===== src/rtl/id_ex_stage_if.sv =====
// rtl/id_ex_stage_if.sv - ID/EX pipeline register bundle: decode inputs, forwarding sources, EX outputs
// The stage is the slave; the surrounding pipeline (or bench) is the master.
interface id_ex_stage_if;
  logic        id_valid, id_is_load, id_rf_we, id_ram_we, id_is_branch, id_rs1_used, id_rs2_used;
  logic [31:0] id_pc, id_ext, id_rs1_data, id_rs2_data;
  logic [4:0]  id_rs1, id_rs2, id_rd;
  logic [1:0]  id_alua_sel, id_alub_sel, id_wd_sel;
  logic [3:0]  id_alu_op;
  logic [31:0] ex_alu_result;
  logic        ex_branch_taken;
  logic [4:0]  mem_rd;
  logic        mem_rf_we;
  logic [31:0] mem_fwd_data;
  logic [4:0]  wb_rd;
  logic        wb_rf_we;
  logic [31:0] wb_wd;
  logic        ex_valid, ex_is_load, ex_rf_we, ex_ram_we, ex_is_branch;
  logic [31:0] ex_pc, ex_ext, ex_rs1_data, ex_rs2_data;
  logic [4:0]  ex_rd;
  logic [1:0]  ex_alua_sel, ex_alub_sel, ex_wd_sel;
  logic [3:0]  ex_alu_op;
  logic        stall_id;

  modport slave (
    input  id_valid, id_is_load, id_rf_we, id_ram_we, id_is_branch, id_rs1_used, id_rs2_used,
    input  id_pc, id_ext, id_rs1_data, id_rs2_data, id_rs1, id_rs2, id_rd,
    input  id_alua_sel, id_alub_sel, id_wd_sel, id_alu_op,
    input  ex_alu_result, ex_branch_taken, mem_rd, mem_rf_we, mem_fwd_data, wb_rd, wb_rf_we, wb_wd,
    output ex_valid, ex_is_load, ex_rf_we, ex_ram_we, ex_is_branch,
    output ex_pc, ex_ext, ex_rs1_data, ex_rs2_data, ex_rd,
    output ex_alua_sel, ex_alub_sel, ex_wd_sel, ex_alu_op, stall_id
  );

  modport master (
    output id_valid, id_is_load, id_rf_we, id_ram_we, id_is_branch, id_rs1_used, id_rs2_used,
    output id_pc, id_ext, id_rs1_data, id_rs2_data, id_rs1, id_rs2, id_rd,
    output id_alua_sel, id_alub_sel, id_wd_sel, id_alu_op,
    output ex_alu_result, ex_branch_taken, mem_rd, mem_rf_we, mem_fwd_data, wb_rd, wb_rf_we, wb_wd,
    input  ex_valid, ex_is_load, ex_rf_we, ex_ram_we, ex_is_branch,
    input  ex_pc, ex_ext, ex_rs1_data, ex_rs2_data, ex_rd,
    input  ex_alua_sel, ex_alub_sel, ex_wd_sel, ex_alu_op, stall_id
  );
endinterface


===== src/rtl/id_ex_stage.sv =====
// rtl/id_ex_stage.sv - ID/EX pipeline register with load-use stall, branch flush and EX/MEM/WB forwarding
// Priority per edge: reset, then flush, then stall (bubble), then normal capture.
module id_ex_stage (
  input  logic          clk,
  input  logic          rst,
  id_ex_stage_if.slave  bus
);
  typedef struct packed {
    logic        valid;
    logic        is_load;
    logic        rf_we;
    logic        ram_we;
    logic        is_branch;
    logic [31:0] pc;
    logic [31:0] ext;
    logic [31:0] rs1_data;
    logic [31:0] rs2_data;
    logic [4:0]  rd;
    logic [1:0]  alua_sel;
    logic [1:0]  alub_sel;
    logic [1:0]  wd_sel;
    logic [3:0]  alu_op;
  } ex_reg_t;

  ex_reg_t ex_q, ex_d;
  logic    load_use;
  logic    flush;

  // A load in EX cannot forward its result yet, so only non-load EX writers are bypass sources.
  function automatic logic [31:0] fwd(input logic [4:0] r, input logic [31:0] rf_data);
    logic [31:0] res;
    res = rf_data;
    if (r != 5'd0) begin
      if (ex_q.valid && ex_q.rf_we && !ex_q.is_load && ex_q.rd == r) res = bus.ex_alu_result;
      else if (bus.mem_rf_we && bus.mem_rd == r)                     res = bus.mem_fwd_data;
      else if (bus.wb_rf_we && bus.wb_rd == r)                       res = bus.wb_wd;
    end
    return res;
  endfunction

  assign flush    = bus.ex_branch_taken;
  assign load_use = bus.id_valid && ex_q.valid && ex_q.is_load && ex_q.rf_we && (ex_q.rd != 5'd0) &&
                    ((bus.id_rs1_used && bus.id_rs1 == ex_q.rd) ||
                     (bus.id_rs2_used && bus.id_rs2 == ex_q.rd));
  assign bus.stall_id = load_use && !flush && !rst;

  always_comb begin
    ex_d = '0;
    if (!flush && !load_use) begin
      ex_d.valid     = bus.id_valid;
      ex_d.is_load   = bus.id_is_load;
      ex_d.rf_we     = bus.id_rf_we && bus.id_valid;
      ex_d.ram_we    = bus.id_ram_we && bus.id_valid;
      ex_d.is_branch = bus.id_is_branch;
      ex_d.pc        = bus.id_pc;
      ex_d.ext       = bus.id_ext;
      ex_d.rs1_data  = fwd(bus.id_rs1, bus.id_rs1_data);
      ex_d.rs2_data  = fwd(bus.id_rs2, bus.id_rs2_data);
      ex_d.rd        = bus.id_rd;
      ex_d.alua_sel  = bus.id_alua_sel;
      ex_d.alub_sel  = bus.id_alub_sel;
      ex_d.wd_sel    = bus.id_wd_sel;
      ex_d.alu_op    = bus.id_alu_op;
    end
  end

  always_ff @(posedge clk) begin
    if (rst) ex_q <= '0;
    else     ex_q <= ex_d;
  end

  assign bus.ex_valid     = ex_q.valid;
  assign bus.ex_is_load   = ex_q.is_load;
  assign bus.ex_rf_we     = ex_q.rf_we;
  assign bus.ex_ram_we    = ex_q.ram_we;
  assign bus.ex_is_branch = ex_q.is_branch;
  assign bus.ex_pc        = ex_q.pc;
  assign bus.ex_ext       = ex_q.ext;
  assign bus.ex_rs1_data  = ex_q.rs1_data;
  assign bus.ex_rs2_data  = ex_q.rs2_data;
  assign bus.ex_rd        = ex_q.rd;
  assign bus.ex_alua_sel  = ex_q.alua_sel;
  assign bus.ex_alub_sel  = ex_q.alub_sel;
  assign bus.ex_wd_sel    = ex_q.wd_sel;
  assign bus.ex_alu_op    = ex_q.alu_op;
endmodule


===== src/flat_wrapper.sv =====
// flat-port wrapper written by rule: the top's interface ports become plain ports
module id_ex_stage_flat 
  (clk, rst, bus_id_valid, bus_id_is_load, bus_id_rf_we, bus_id_ram_we, bus_id_is_branch, bus_id_rs1_used, bus_id_rs2_used, bus_id_pc, bus_id_ext, bus_id_rs1_data, bus_id_rs2_data, bus_id_rs1, bus_id_rs2, bus_id_rd, bus_id_alua_sel, bus_id_alub_sel, bus_id_wd_sel, bus_id_alu_op, bus_ex_alu_result, bus_ex_branch_taken, bus_mem_rd, bus_mem_rf_we, bus_mem_fwd_data, bus_wb_rd, bus_wb_rf_we, bus_wb_wd, bus_ex_valid, bus_ex_is_load, bus_ex_rf_we, bus_ex_ram_we, bus_ex_is_branch, bus_ex_pc, bus_ex_ext, bus_ex_rs1_data, bus_ex_rs2_data, bus_ex_rd, bus_ex_alua_sel, bus_ex_alub_sel, bus_ex_wd_sel, bus_ex_alu_op, bus_stall_id);
  id_ex_stage_if bus_i ();
  input  logic clk;
  input  logic rst;
  input wire logic [$bits(bus_i.id_valid)-1:0] bus_id_valid;
  input wire logic [$bits(bus_i.id_is_load)-1:0] bus_id_is_load;
  input wire logic [$bits(bus_i.id_rf_we)-1:0] bus_id_rf_we;
  input wire logic [$bits(bus_i.id_ram_we)-1:0] bus_id_ram_we;
  input wire logic [$bits(bus_i.id_is_branch)-1:0] bus_id_is_branch;
  input wire logic [$bits(bus_i.id_rs1_used)-1:0] bus_id_rs1_used;
  input wire logic [$bits(bus_i.id_rs2_used)-1:0] bus_id_rs2_used;
  input wire logic [$bits(bus_i.id_pc)-1:0] bus_id_pc;
  input wire logic [$bits(bus_i.id_ext)-1:0] bus_id_ext;
  input wire logic [$bits(bus_i.id_rs1_data)-1:0] bus_id_rs1_data;
  input wire logic [$bits(bus_i.id_rs2_data)-1:0] bus_id_rs2_data;
  input wire logic [$bits(bus_i.id_rs1)-1:0] bus_id_rs1;
  input wire logic [$bits(bus_i.id_rs2)-1:0] bus_id_rs2;
  input wire logic [$bits(bus_i.id_rd)-1:0] bus_id_rd;
  input wire logic [$bits(bus_i.id_alua_sel)-1:0] bus_id_alua_sel;
  input wire logic [$bits(bus_i.id_alub_sel)-1:0] bus_id_alub_sel;
  input wire logic [$bits(bus_i.id_wd_sel)-1:0] bus_id_wd_sel;
  input wire logic [$bits(bus_i.id_alu_op)-1:0] bus_id_alu_op;
  input wire logic [$bits(bus_i.ex_alu_result)-1:0] bus_ex_alu_result;
  input wire logic [$bits(bus_i.ex_branch_taken)-1:0] bus_ex_branch_taken;
  input wire logic [$bits(bus_i.mem_rd)-1:0] bus_mem_rd;
  input wire logic [$bits(bus_i.mem_rf_we)-1:0] bus_mem_rf_we;
  input wire logic [$bits(bus_i.mem_fwd_data)-1:0] bus_mem_fwd_data;
  input wire logic [$bits(bus_i.wb_rd)-1:0] bus_wb_rd;
  input wire logic [$bits(bus_i.wb_rf_we)-1:0] bus_wb_rf_we;
  input wire logic [$bits(bus_i.wb_wd)-1:0] bus_wb_wd;
  output wire logic [$bits(bus_i.ex_valid)-1:0] bus_ex_valid;
  output wire logic [$bits(bus_i.ex_is_load)-1:0] bus_ex_is_load;
  output wire logic [$bits(bus_i.ex_rf_we)-1:0] bus_ex_rf_we;
  output wire logic [$bits(bus_i.ex_ram_we)-1:0] bus_ex_ram_we;
  output wire logic [$bits(bus_i.ex_is_branch)-1:0] bus_ex_is_branch;
  output wire logic [$bits(bus_i.ex_pc)-1:0] bus_ex_pc;
  output wire logic [$bits(bus_i.ex_ext)-1:0] bus_ex_ext;
  output wire logic [$bits(bus_i.ex_rs1_data)-1:0] bus_ex_rs1_data;
  output wire logic [$bits(bus_i.ex_rs2_data)-1:0] bus_ex_rs2_data;
  output wire logic [$bits(bus_i.ex_rd)-1:0] bus_ex_rd;
  output wire logic [$bits(bus_i.ex_alua_sel)-1:0] bus_ex_alua_sel;
  output wire logic [$bits(bus_i.ex_alub_sel)-1:0] bus_ex_alub_sel;
  output wire logic [$bits(bus_i.ex_wd_sel)-1:0] bus_ex_wd_sel;
  output wire logic [$bits(bus_i.ex_alu_op)-1:0] bus_ex_alu_op;
  output wire logic [$bits(bus_i.stall_id)-1:0] bus_stall_id;
  assign bus_i.id_valid = bus_id_valid;
  assign bus_i.id_is_load = bus_id_is_load;
  assign bus_i.id_rf_we = bus_id_rf_we;
  assign bus_i.id_ram_we = bus_id_ram_we;
  assign bus_i.id_is_branch = bus_id_is_branch;
  assign bus_i.id_rs1_used = bus_id_rs1_used;
  assign bus_i.id_rs2_used = bus_id_rs2_used;
  assign bus_i.id_pc = bus_id_pc;
  assign bus_i.id_ext = bus_id_ext;
  assign bus_i.id_rs1_data = bus_id_rs1_data;
  assign bus_i.id_rs2_data = bus_id_rs2_data;
  assign bus_i.id_rs1 = bus_id_rs1;
  assign bus_i.id_rs2 = bus_id_rs2;
  assign bus_i.id_rd = bus_id_rd;
  assign bus_i.id_alua_sel = bus_id_alua_sel;
  assign bus_i.id_alub_sel = bus_id_alub_sel;
  assign bus_i.id_wd_sel = bus_id_wd_sel;
  assign bus_i.id_alu_op = bus_id_alu_op;
  assign bus_i.ex_alu_result = bus_ex_alu_result;
  assign bus_i.ex_branch_taken = bus_ex_branch_taken;
  assign bus_i.mem_rd = bus_mem_rd;
  assign bus_i.mem_rf_we = bus_mem_rf_we;
  assign bus_i.mem_fwd_data = bus_mem_fwd_data;
  assign bus_i.wb_rd = bus_wb_rd;
  assign bus_i.wb_rf_we = bus_wb_rf_we;
  assign bus_i.wb_wd = bus_wb_wd;
  assign bus_ex_valid = bus_i.ex_valid;
  assign bus_ex_is_load = bus_i.ex_is_load;
  assign bus_ex_rf_we = bus_i.ex_rf_we;
  assign bus_ex_ram_we = bus_i.ex_ram_we;
  assign bus_ex_is_branch = bus_i.ex_is_branch;
  assign bus_ex_pc = bus_i.ex_pc;
  assign bus_ex_ext = bus_i.ex_ext;
  assign bus_ex_rs1_data = bus_i.ex_rs1_data;
  assign bus_ex_rs2_data = bus_i.ex_rs2_data;
  assign bus_ex_rd = bus_i.ex_rd;
  assign bus_ex_alua_sel = bus_i.ex_alua_sel;
  assign bus_ex_alub_sel = bus_i.ex_alub_sel;
  assign bus_ex_wd_sel = bus_i.ex_wd_sel;
  assign bus_ex_alu_op = bus_i.ex_alu_op;
  assign bus_stall_id = bus_i.stall_id;
  id_ex_stage u_core (.clk(clk), .rst(rst), .bus(bus_i));
endmodule

===== config.mk =====
export PLATFORM = sky130hd
export DESIGN_NAME = id_ex_stage_flat
export DESIGN_NICKNAME = d
export VERILOG_FILES = /design/src/rtl/id_ex_stage_if.sv /design/src/rtl/id_ex_stage.sv /design/src/flat_wrapper.sv
export SDC_FILE = /design/constraint.sdc
export NUM_CORES = 1
export LEC_CHECK = 0
export BUFFER_PORTS_ARGS = -buffer_cell sky130_fd_sc_hd__buf_2
export CORE_AREA = 2 2 162 164
export CTS_CLUSTER_DIAMETER = 60
export DETAILED_ROUTE_END_ITERATION = 10
export DIE_AREA = 0 0 164 166
export GPL_TIMING_DRIVEN = 0
export PLACE_DENSITY = 0.64
export SLEW_MARGIN = 15
export SYNTH_ARGS = -nofsm -noshare
export SYNTH_HDL_FRONTEND = slang
export SYNTH_SLANG_ARGS = --single-unit

===== constraint.sdc =====
create_clock -name clk -period 3.1 [get_ports clk]
set_input_delay 0.31 -clock clk [delete_from_list [all_inputs] [get_ports clk]]
set_output_delay 0.31 -clock clk [all_outputs]
set_load 0.02 [all_outputs]

==> impl_metrics.yaml <==
status:
  outcome: "complete, no violations"
power:
  pwr-share-comb: 0.186
  leakage_nw: 4.38
  pwr-share-seq: 0.394
  p_clk_frac: 0.420
  p_per_area_mw_per_mm2: 473
  power_mw: 5.10
  power_switching_mw: 1.60
  switching_share: 0.313
  worst_ir_drop_vdd_mv: 0.253
  p_int_mw: 3.50
drt:
  drcViolationCount: 0
  met2_length_mm: 17.8
  drt_iter0_drc: 879
  routedWlPerCell_um: 23.1
  wl_mm: 37.9
  met3_length_mm: 3.19
  vias: 9167
  drt.antenna.violating_nets: 0
  first_pass_iters: 5
  via_per_inst: 5.57
  wl_met1_mm: 16.3
  top_layer: "met4"
sta:
  timing.final.ws_setup_ns: 0.282
  hold_viol: 0
  clock_skew_ns: 0.0216
  min_period_ns: 2.82
  slew_violations: 0
  max_slew.worst_pin.slew_ns: 0.983
  relSlewSlack: 0.340
  tns_ns: 0
  finalSetupViolations: 0
  fin_crit_sh: 0.909
  rsz0062_at_grt: "false"
  fmax_mhz: 355
layout:
  seqCellArea_mm2: 0.00296
  multi_input_area_mm2: 0.00426
  fin_nets: 1564
  fillerInstances: 2669
  stdcell_area_mm2: 0.0108
  drive_above_1_share: 0.371
  areaGrowthSynthToFinish_pct: 40.9
floorplanning:
  die-area_mm2: 0.0272
  coreArea_mm2: 0.0256
  die_w_um: 164
  initial_core_util: 0.299
  dieHeight_um: 166
  rows: 59
  io_pins: 420
synth:
  ys_types: 30
  ys.flop_type: "dfxtp_1"
  yosysTopAreaCell: "dfxtp_1"
  netlist_top_cells_area: "dfxtp_1 39%, nor3b_1 8.0%, nand4b_1 7.3%"
  synth_nets: 1126
  mappedNetlistArea_mm2: 0.00766
  synth_edf_count: 0
  synthCells: 855
  synth-async-reset-ratio: 0
  yosysWarnings: 0
  synth.top_cells.by_count: "148 x dfxtp_1, 82 x nor3b_1, 76 x clkbuf_1"
  yosysMostFrequentCell: "dfxtp_1"
  syn_area_per_cell_um2: 8.96
  synth_seq_area_share: 0.387
  synth-seq-cells: 148
  synth_top_area_share: 0.387
placement:
  placed_area_mm2: 0.0102
  dp_hpwl_mm: 29.4
  io_buffers: 419
  place.gp.congestion: 0.944
  dp_slack_ns: 0.131
global_routing:
  grt_pass1_wl_mm: 55.5
  antenna_found_initial: 5
  grtUsageTotal: 0.269
  grt_max_degree: 17
  grt_pass1_vias: 8902
  grt-ovfl-total: 0
worst_setup_path:
  start_kind: "flop"
  worstPathArrival_ns: 2.51
  crit_fanout: 10
  required_ns: 2.79
  critical_path_class: "flop to output port"
  cp-end-kind: "output port"
clock_network:
  clock_path_buffers: 2
  htreeDepth: 4
  clkLatencyLatePin_ns: 0.43
  root_buffer: "clkbuf_16"
  post_cts_buffers: 0
  cts_sinks: 148
  cts_tree: "done"
  cts_made_buffers: 17
  path_clk_slew_ns: 0.07
min_path:
  min_path_type: "input pin to flop"
job:
  drv_cap: 0
-- routing by layer --
| layer | vias up | track usage |
|---|---|---|
| met5 | - | 0 |
| met4 | 0 | 0.0652 |
| met3 | 45 | 0.0574 |
| met2 | 553 | 0.439 |
| met1 | 4369 | 0.363 |
| li1 | 4200 | - |
-- metrics by stage --
| stage | hold WS [ns] | instances | util |
|---|---|---|---|
| final | 0.119 | 1646 | 0.421 |
| after global routing | 0.118 | 1644 | 0.421 |
| after CTS | 0.0986 | 1641 | 0.421 |
| after detailed placement | 0.556 | 1609 | 0.397 |
| after global placement | 0.556 | 1609 | 0.397 |
| after floorplan | 0.428 | 855 | - |
-- cells by family after synthesis --
kind of cell	synth area share
xor gates and xnor gates	0.0343
and+or+nand+nor	0.255
AOI/OAI and AO/OA	0.266
buffers and inverters	0.0578
DFF	0.387
-- path summary, 6_finish.rpt --
kind | startpoint | endpoint | slack [ns] | cells after the start
setup / recovery | u_core.bus.ex_rd[0]$_SDFF_PP0_ | bus_stall_id | 0.28 | 7
hold / removal | bus_id_rf_we | u_core.bus.ex_rf_we$_SDFF_PP0_ | 0.12 | 3
setup reg to reg | u_core.bus.ex_rd[0]$_SDFF_PP0_ | u_core.bus.ex_rs2_data[24]$_SDFF_PP0_ | 0.29 | 6
hold reg to reg | u_core.bus.ex_is_load$_SDFF_PP0_ | u_core.bus.ex_pc[16]$_SDFF_PP0_ | 0.90 | 4
-- critical path, stage by stage, from the launching register on --
cell and delay (ns):
dfxtp_1 0.37, xor2_1 0.19, nor3_2 0.22, nand3_1 0.16, a2111oi_4 0.48, buf_2 0.31
nor2b_1 0.16, buf_2 0.19
-- layout make-up --
class | instances | area share
Sequential cell | 148 | 0.274
Clock inverter | 14 | 0.0148
Multi-Input combinational cell | 598 | 0.395
Buffer | 109 | 0.0410
Timing Repair Buffer | 419 | 0.194
Antenna cell | 5 | 0.00116
Clock buffer | 18 | 0.0407
Tap cell | 335 | 0.0388
-- timing repair --
action	in CTS	in global routing
hold buffers	0	0
resized for setup	0	1
setup endpoints to repair	0	1
-- state kept, by name, summed over array words and instances, names as in the netlist, 2 cells and up --
register	cells
u_core.bus.ex_wd_sel	2
u_core.bus.ex_alu_op	4
u_core.bus.ex_alua_sel	2
u_core.bus.ex_alub_sel	2
u_core.bus.ex_rs1_data	32
u_core.bus.ex_ext	32
u_core.bus.ex_pc	32
u_core.bus.ex_rs2_data	32
u_core.bus.ex_rd	5
-- cells in the final DEF, fill, tap and decap left out, types with 3 or more instances in the layout --
cell type  instances
o311ai_0          61
nand3_1           66
diode_2            5
or4_1              3
nor3_2             4
nor3b_1           82
a22oi_1           64
clkinv_4           4
a21boi_0          64
o311ai_1           3
clkbuf_1          76
a211oi_1          64
buf_2            443
dfxtp_1          148
nand4b_1          64
inv_8              4
nor2_1            70
nand2_1            4
xor2_1            20
inv_6              3
buf_1              8
xnor2_1           10
clkbuf_16         17
-- power by group through the flow --
stage	logic, mW	clock network [mW]	registers [mW]
after floorplan	0.357	0	2.16
after global placement	0.927	0	2.05
after detailed placement	0.930	0	2.05
after CTS	0.934	2.20	2.01
after global routing	1.01	2.27	2.02
final	0.950	2.14	2.01
(Power assumes the default switching activity.)
